$ cat config.mk
export PLATFORM = sky130hd
export DESIGN_NAME = spi_master_pad_arbiter
export DESIGN_NICKNAME = d
export VERILOG_FILES = /design/src/rtl/spi_master_pad_arbiter_pkg.sv /design/src/rtl/spi_master_pad_arbiter_rr_pick.sv /design/src/rtl/spi_master_pad_arbiter.sv
export SDC_FILE = /design/constraint.sdc
export NUM_CORES = 1
export LEC_CHECK = 0
export BUFFER_PORTS_ARGS = -buffer_cell sky130_fd_sc_hd__buf_2
export CAP_MARGIN = 25
export CORE_MARGIN = 2
export CORE_UTILIZATION = 58
export DETAILED_ROUTE_END_ITERATION = 6
export GPL_TIMING_DRIVEN = 0
export PLACE_DENSITY_LB_ADDON = 0.05
export SYNTH_ARGS = -nofsm -noshare
export SYNTH_HDL_FRONTEND = slang
export SYNTH_SLANG_ARGS = --single-unit
export TNS_END_PERCENT = 10
$ cat constraint.sdc
create_clock -name clk -period 3.2 [get_ports clk]
set_input_delay 0.16 -clock clk [delete_from_list [all_inputs] [get_ports clk]]
set_output_delay 0.16 -clock clk [all_outputs]
set_load 0.005 [all_outputs]
$ cat src/rtl/spi_master_pad_arbiter_pkg.sv
// spi_arb_pkg: shared types, mode codes and OE decode for the SPI pad arbiter.
package spi_arb_pkg;
  localparam logic [1:0] SPI_MODE_STD = 2'd0;
  localparam logic [1:0] SPI_MODE_QUAD_TX = 2'd1;
  localparam logic [1:0] SPI_MODE_QUAD_RX = 2'd2;
  localparam logic [3:0] CSN_IDLE = 4'hF;
  typedef enum logic [1:0] {IDLE, BUSY, GAP} arb_state_t;
  function automatic logic [3:0] oe_decode(input logic [1:0] mode);
    return {{3{mode == SPI_MODE_QUAD_TX}}, (mode == SPI_MODE_STD) || (mode == SPI_MODE_QUAD_TX)};
  endfunction
endpackage

$ cat src/rtl/spi_master_pad_arbiter_rr_pick.sv
// spi_rr_pick: combinational round-robin picker, first requester after last.
module spi_rr_pick #(
  parameter int N = 2
) (
  input  logic [N-1:0]         req_i,
  input  logic [$clog2(N)-1:0] last_i,
  output logic                 vld_o,
  output logic [$clog2(N)-1:0] idx_o
);
  localparam int IW = $clog2(N);
  logic [IW-1:0] cand;
  // Walk from farthest to nearest so the nearest hit after last wins.
  always_comb begin
    vld_o = 1'b0;
    idx_o = '0;
    cand = '0;
    for (int k = N; k >= 1; k--) begin
      cand = IW'((int'(last_i) + k) % N);
      if (req_i[cand]) begin
        vld_o = 1'b1;
        idx_o = cand;
      end
    end
  end
endmodule

$ cat src/rtl/spi_master_pad_arbiter.sv
// spi_master_pad_arbiter: shares one quad-SPI pad set between N_REQ masters with
// transaction-atomic round-robin grants, an idle gap between owners and a watchdog.
module spi_master_pad_arbiter
  import spi_arb_pkg::*;
#(
  parameter int N_REQ = 2,
  parameter int GAP_CYCLES = 4,
  parameter int TIMEOUT = 65535,
  parameter int TO_W = 16
) (
  input  logic                     clk,
  input  logic                     rst,
  input  logic [N_REQ-1:0]         req_i,
  output logic [N_REQ-1:0]         gnt_o,
  input  logic [N_REQ-1:0]         m_clk_i,
  input  logic [4*N_REQ-1:0]       m_csn_i,
  input  logic [2*N_REQ-1:0]       m_mode_i,
  input  logic [4*N_REQ-1:0]       m_sdo_i,
  output logic [4*N_REQ-1:0]       m_sdi_o,
  output logic                     pad_clk_o,
  output logic [3:0]               pad_csn_o,
  output logic [3:0]               pad_sdo_o,
  output logic [3:0]               pad_oe_o,
  input  logic [3:0]               pad_sdi_i,
  output logic                     timeout_o,
  output logic [$clog2(N_REQ)-1:0] timeout_id_o
);
  localparam int IW = $clog2(N_REQ);
  localparam int DW = 4 * N_REQ;
  localparam arb_state_t REL_ST = (GAP_CYCLES == 0) ? IDLE : GAP;
  arb_state_t state_q, state_d;
  logic [IW-1:0] owner_q, owner_d, last_q, last_d, to_id_q, to_id_d, pick_idx;
  logic [N_REQ-1:0] gnt_q, gnt_d, lock_q, lock_d, to_set;
  logic [TO_W-1:0] wd_q, wd_d;
  logic [15:0] gap_q, gap_d;
  logic to_q, to_d, pick_vld, busy, own_req, release_c, expire;
  logic [3:0] own_csn;
  logic [1:0] own_mode;
  spi_rr_pick #(.N(N_REQ)) u_pick (
    .req_i (req_i & ~lock_q),
    .last_i(last_q),
    .vld_o (pick_vld),
    .idx_o (pick_idx)
  );
  assign busy = state_q == BUSY;
  assign own_req = req_i[owner_q];
  assign own_csn = 4'(m_csn_i >> (4 * owner_q));
  assign own_mode = 2'(m_mode_i >> (2 * owner_q));
  assign release_c = busy && !own_req && (own_csn == CSN_IDLE);
  // A clean release in the expiry cycle takes priority over the watchdog.
  assign expire = busy && !release_c && (TIMEOUT != 0) && (wd_q == TO_W'(TIMEOUT));
  assign lock_d = (lock_q & req_i) | to_set;
  always_comb begin
    state_d = state_q;
    owner_d = owner_q;
    last_d = last_q;
    gnt_d = gnt_q;
    wd_d = wd_q;
    gap_d = gap_q;
    to_d = 1'b0;
    to_id_d = to_id_q;
    to_set = '0;
    case (state_q)
      IDLE: if (pick_vld) begin
        state_d = BUSY;
        owner_d = pick_idx;
        last_d = pick_idx;
        gnt_d = N_REQ'(1) << pick_idx;
        wd_d = TO_W'(1);
      end
      BUSY: if (release_c || expire) begin
        state_d = REL_ST;
        gnt_d = '0;
        gap_d = '0;
        to_d = expire;
        to_id_d = expire ? owner_q : to_id_q;
        to_set = expire ? N_REQ'(1) << owner_q : '0;
      end else wd_d = wd_q + 1'b1;
      GAP: if (gap_q == 16'(GAP_CYCLES - 1)) state_d = IDLE;
        else gap_d = gap_q + 1'b1;
      default: state_d = IDLE;
    endcase
  end
  always_ff @(posedge clk) begin
    if (rst) begin
      state_q <= IDLE;
      owner_q <= '0;
      last_q <= IW'(N_REQ - 1);
      gnt_q <= '0;
      lock_q <= '0;
      wd_q <= '0;
      gap_q <= '0;
      to_q <= 1'b0;
      to_id_q <= '0;
    end else begin
      state_q <= state_d;
      owner_q <= owner_d;
      last_q <= last_d;
      gnt_q <= gnt_d;
      lock_q <= lock_d;
      wd_q <= wd_d;
      gap_q <= gap_d;
      to_q <= to_d;
      to_id_q <= to_id_d;
    end
  end
  assign gnt_o = gnt_q;
  assign timeout_o = to_q;
  assign timeout_id_o = to_id_q;
  assign pad_clk_o = busy & m_clk_i[owner_q];
  assign pad_csn_o = busy ? own_csn : CSN_IDLE;
  assign pad_sdo_o = busy ? 4'(m_sdo_i >> (4 * owner_q)) : 4'h0;
  assign pad_oe_o = busy ? oe_decode(own_mode) : 4'h0;
  assign m_sdi_o = busy ? DW'(pad_sdi_i) << (4 * owner_q) : '0;
endmodule

==> Yosys cells after proc, flatten, opt, wreduce, memory -nomap -nowiden <==
Index checks and enable logic that the tools add are counted.
Widths: inputs -> output; s select.
{ "classes": {"eq_ne": 11, "mul": 0, "n_reduce_logical": 19, "n_shift": 6, "div_mod_pow": 0, "bitwise_logic": 7, "n_lt_le_gt_ge": 3, "n_mux": 32, "addsub": 4} }
{ "ops": {"columns": ["operator", "n"], "rows": [
  ["$mux 16", 4],
  ["$pmux 16 s2", 2],
  ["$add 16x1->16 const B", 2],
  ["$eq 16x16->1 const B", 1],
  ["$eq 16x2->1 const B", 1],
  ["$mux 2", 8],
  ["$shr 8x3->4", 2],
  ["$reduce_and 3->1", 5],
  ["$mux 1", 12],
  ["$mux 4", 3],
  ["$mux 8", 1],
  ["$ne 2x2->1 const B", 4],
  ["$shl 4x3->8", 1],
  ["$lt 1x2->1 const B", 3],
  ["$pmux 2 s3", 1],
  ["$and 2x2->2", 2],
  ["$eq 2x1->1 const B", 2],
  ["$eq 4x4->1 const B", 1],
  ["$logic_and 1x1->1", 4],
  ["$logic_not 2->1", 2],
  ["$pmux 2 s2", 1],
  ["$reduce_bool 2->1", 2],
  ["$shl 1x1->2 const A", 2],
  ["$shr 4x2->2", 1],
  ["11 further kinds", 15]
]} }
{ "totals": {"regBits": 42, "latchBits": 0, "elab_cells": 91, "inputBits": 30, "n_memories": 0, "mem_bits_rw": 0, "mem_bits_ro": 0, "out_inout_bits": 25} }

==> Longest topological paths before layout <==
{ "logic_depth": {"depth_word": 12, "depth_mapped": 9, "mapped_depth_nobuf": 6} }

==> Modules after synthesis <==
Synthesis repeated with hierarchy kept, for this count alone.
{ "hier_totals": {"hier_cells": 298, "hier_area_um2": 2459.9} }
{ "by_module_without_submodules": {"columns": ["module", "cells_per_inst", "instances", "area_per_inst_um2", "seq_area_each_um2"], "rows": [
  ["spi_master_pad_arbiter", 296, 1, 2446.1, 840.8],
  ["spi_rr_pick", 2, 1, 13.8, 0.0]
]} }

==> Worst setup path after synthesis <==
Ideal clock, no wire load.
{ "synth_path": {"kind": "register to register", "start": "register wd_q[0]", "end": "register gap_q[0]", "path_slack_ps": 1183, "synth_period_minus_slack_ps": 2017, "t_required_ps": 3072, "arrival_time_ps": 1889, "stages_incl_launch_ff": 10, "n_path_buf": 3, "setup_time_ps": 128, "cell_sequence": "dfxtp_1 > ha_1 > and3_1 > and4_1 > buf_4 > a221oi_2 > buf_2 > buf_4 > xor2_1 > nor2_1"} }
{ "synth_between": {"elab_chain_len": 5} }
{ "synth_lines": {"columns": ["element", "line_no", "source"], "rows": [
  ["start: declaration", "spi_master_pad_arbiter.sv:34", "logic [TO_W-1:0] wd_q, wd_d;"],
  ["start signal: assignment", "spi_master_pad_arbiter.sv:101", "wd_q <= wd_d;"],
  ["$eq 16x16->1", "spi_master_pad_arbiter.sv:51", "assign expire = busy && !release_c && (TIMEOUT != 0) && (wd_q == TO_W'(TIMEOUT));"],
  ["$logic_and 1x1->1", "spi_master_pad_arbiter.sv:51", null],
  ["$logic_or 1x1->1", "spi_master_pad_arbiter.sv:71", "BUSY: if (release_c || expire) begin"],
  ["$ne 2x1->1 (no line)", null, null],
  ["$reduce_and 3->1 (no line)", null, null],
  ["end signal: assignment", "spi_master_pad_arbiter.sv:102", "gap_q <= gap_d;"],
  ["end: declaration", "spi_master_pad_arbiter.sv:35", "logic [15:0] gap_q, gap_d;"]
]} }
No other way between the ends.
A chain may end at the register's enable or synchronous reset.

==> Worst setup path after layout <==
{ "layout_path": {"start": "register gap_q[0]", "end": "register gap_q[0]"} }
{ "layout_between": {"elab_chain_len": 3, "elab_cells_between_ends": 6, "cone_classes": "add/sub: 1; eq/ne: 2; mux: 2; reduce/logical: 1"} }
{ "layout_lines": {"columns": ["element", "line_no"], "rows": [
  ["$add 16x1->16 or $eq 16x2->1 (tied branches)", "spi_master_pad_arbiter.sv:80, spi_master_pad_arbiter.sv:79"],
  ["$mux 16 or $ne 2x2->1 (tied branches)", null],
  ["$pmux 16 s2 or $reduce_and 3->1 (tied branches)", null]
]} }
Several ways; a longest one is shown, not always the timed one. The select of a mux whose other input is x is not followed.

==> impl_metrics.json <==
{
  "cts_setup_buffers": 0,
  "syn_inst": 297,
  "critPathCaptureType": "flip-flop",
  "synth.distinct_cells": 57,
  "cts_tree": "built",
  "grt.total_usage": 0.264,
  "power.density_mw_per_mm2": 352,
  "fmax_mhz": 420,
  "drive_gt1_frac": 0.235,
  "crit_type": "reg -> reg",
  "regArea_um2": 841,
  "final_util": 0.712,
  "area_growth_pct": 16.4,
  "grt_max_degree": 13,
  "crit_fanout": 10,
  "ant_nets": 0,
  "ys_seq_area_frac": 0.339,
  "dp_slack_ns": 0.856,
  "vias": 2530,
  "worstSetupStartpointType": "flip-flop",
  "initial_core_util": 0.611,
  "die_h_um": 69.4,
  "fill_cells": 349,
  "synth_area_per_cell_um2": 8.35,
  "leakage_nw": 1.10,
  "first_pass_iters": 5,
  "ys_top_cells_by_area": "dfxtp_1, a21oi_1, or4_1",
  "cts_buffers": 5,
  "period_minus_slack_ns": 2.38,
  "setup_viol": 0,
  "tightest_slew_ns": 0.663,
  "fin_ws_ns": 0.821,
  "relSlewSlack": 0.558,
  "power_w": 0.00102,
  "dp_hpwl_um": 4560,
  "routed_via_density": 6.22,
  "synth_commonest_cells": "dfxtp_1, nand2_1, a21oi_1, nand3_1, or4_1",
  "hold_viol": 0,
  "nets": 389,
  "max_cap_violations": 0,
  "totalWireLength_um": 6250,
  "yosys_warnings": 0,
  "clk_path_buf_depth": 2,
  "skew_ns": 0.0113,
  "first_global_vias": 2226,
  "cts.repair.resized": 0,
  "synth_enable_flop_cells": 0,
  "async_flop_share": 0,
  "grt_pass1_wl_um": 10500,
  "cp.arrival_ns": 2.55,
  "ir_worst_vdd_mv": 0.317,
  "drc": 0,
  "yosys.area.top_type_share": 0.339,
  "dieWidth_um": 69.4,
  "cts_root_buffer": "clkbuf_8",
  "core_mm2": 0.00406,
  "h-tree-depth": 2,
  "netlist_area_mm2": 0.00248,
  "multi_input_area_mm2": 0.00151,
  "io_buffers": 53,
  "drtIter0Drc": 164,
  "io_pins": 55,
  "rows": 23,
  "antenna_found_initial": 0,
  "cts.clk_slew.worst_paths_ns": 0.08,
  "yosysTopAreaCell": "dfxtp_1",
  "fin_area_mm2": 0.00289,
  "drv_slew": 0,
  "status": "completed",
  "ys.flop_type": "dfxtp_1",
  "required_ns": 3.37,
  "place_area_mm2": 0.00281,
  "n_antenna_cell": 0,
  "cts_hold_buf": 0,
  "routedWlPerCell_um": 15.4,
  "cts_sinks": 42,
  "finalSetupTns_ns": 0,
  "rsz0062_at_grt": "false",
  "hold_path_class": "in -> reg",
  "gp_congestion": 0.875,
  "synth_seq_cells": 42,
  "syn_nets": 329,
  "clk_latency_ns": 0.30,
  "synth_most_common_cell": "dfxtp_1",
  "finalCritPeriodShare": 0.743,
  "grt-ovfl-total": 0,
  "die_area_mm2": 0.00481
}
power breakdown:
part / internal [W] / switching (W)
clock: 0.000150 / 0.000185
combinational: 0.0000611 / 0.0000837
sequential: 0.000530 / 0.00000654
cell type report:
type	instances	share of cell area
clock buffers	6	0.0251
plain buffers	19	0.0399
repair buffers	53	0.0919
flip-flops and latches	42	0.291
well taps	50	0.0217
clock inverters	1	0.00260
multi-input cells	231	0.521
inverters	5	0.00650
final timing paths:
kind | start | to | slack (ns) | cells past startpoint
worst max register to register | gap_q[0] | gap_q[0] | 0.82 | 8
worst max-delay path | gap_q[0] | gap_q[0] | 0.82 | 8
worst min-delay path | req_i[1] | lock_q[1] | 0.12 | 3
worst min register to register | lock_q[1] | lock_q[1] | 0.46 | 2
layout by cell type, fill, tap and decap left out, types with 8 or more instances in the layout:
cell | synthesis | layout
nand2_1 | 29 | 29
nand3_1 | 15 | 15
dfxtp_1 | 42 | 42
clkbuf_1 | 7 | 8
a21oi_1 | 26 | 26
buf_2 | 5 | 58
or4_1 | 15 | 15
o21ai_0 | 11 | 11
nor2_1 | 12 | 12
or3_1 | 14 | 14
mux2i_1 | 11 | 11
o31ai_1 | 13 | 13
nand4_1 | 10 | 10
and3_1 | 8 | 8
routing by layer:
metal | GRT usage | routed length [µm] | part of all wire
met2 | 0.407 | 2870 | 0.46
met1 | 0.374 | 2970 | 0.48
met5 | 0 | 0 | 0
met4 | 0.0763 | 57 | 0.0091
met3 | 0.0538 | 357 | 0.057
registers in the layout, indices dropped and copies added (netlist names):
signal        flops
timeout_o         1
last_q            1
owner_q           1
wd_q             16
gnt_o             2
gap_q            16
state_q           2
timeout_id_o      1
lock_q            2
critical path: stages (launching register included):
cell	delay, ns
dfxtp_1	0.40
ha_1	0.21
nor4b_1	0.33
a41oi_1	0.25
a221oi_2	0.37
buf_2	0.28
buf_4	0.20
xor2_1	0.16
nor2_1	0.05
logic make-up after synthesis:
group,after synthesis,share of synthesized area
and+or+nand+nor,141,0.334
xor gates and xnor gates,1,0.00353
muxes,11,0.0444
adders and majority gates,2,0.0101
DFF,42,0.339
AOI/OAI and AO/OA,76,0.215
buffers and inverters,24,0.0540
per-stage QoR:
step	cells	hold WS [ns]
after global placement	400	0.430
after floorplan	297	0.300
after detailed placement	400	0.431
after CTS	407	0.122
final	407	0.124
after global routing	407	0.154
(Power assumes the default switching activity.)
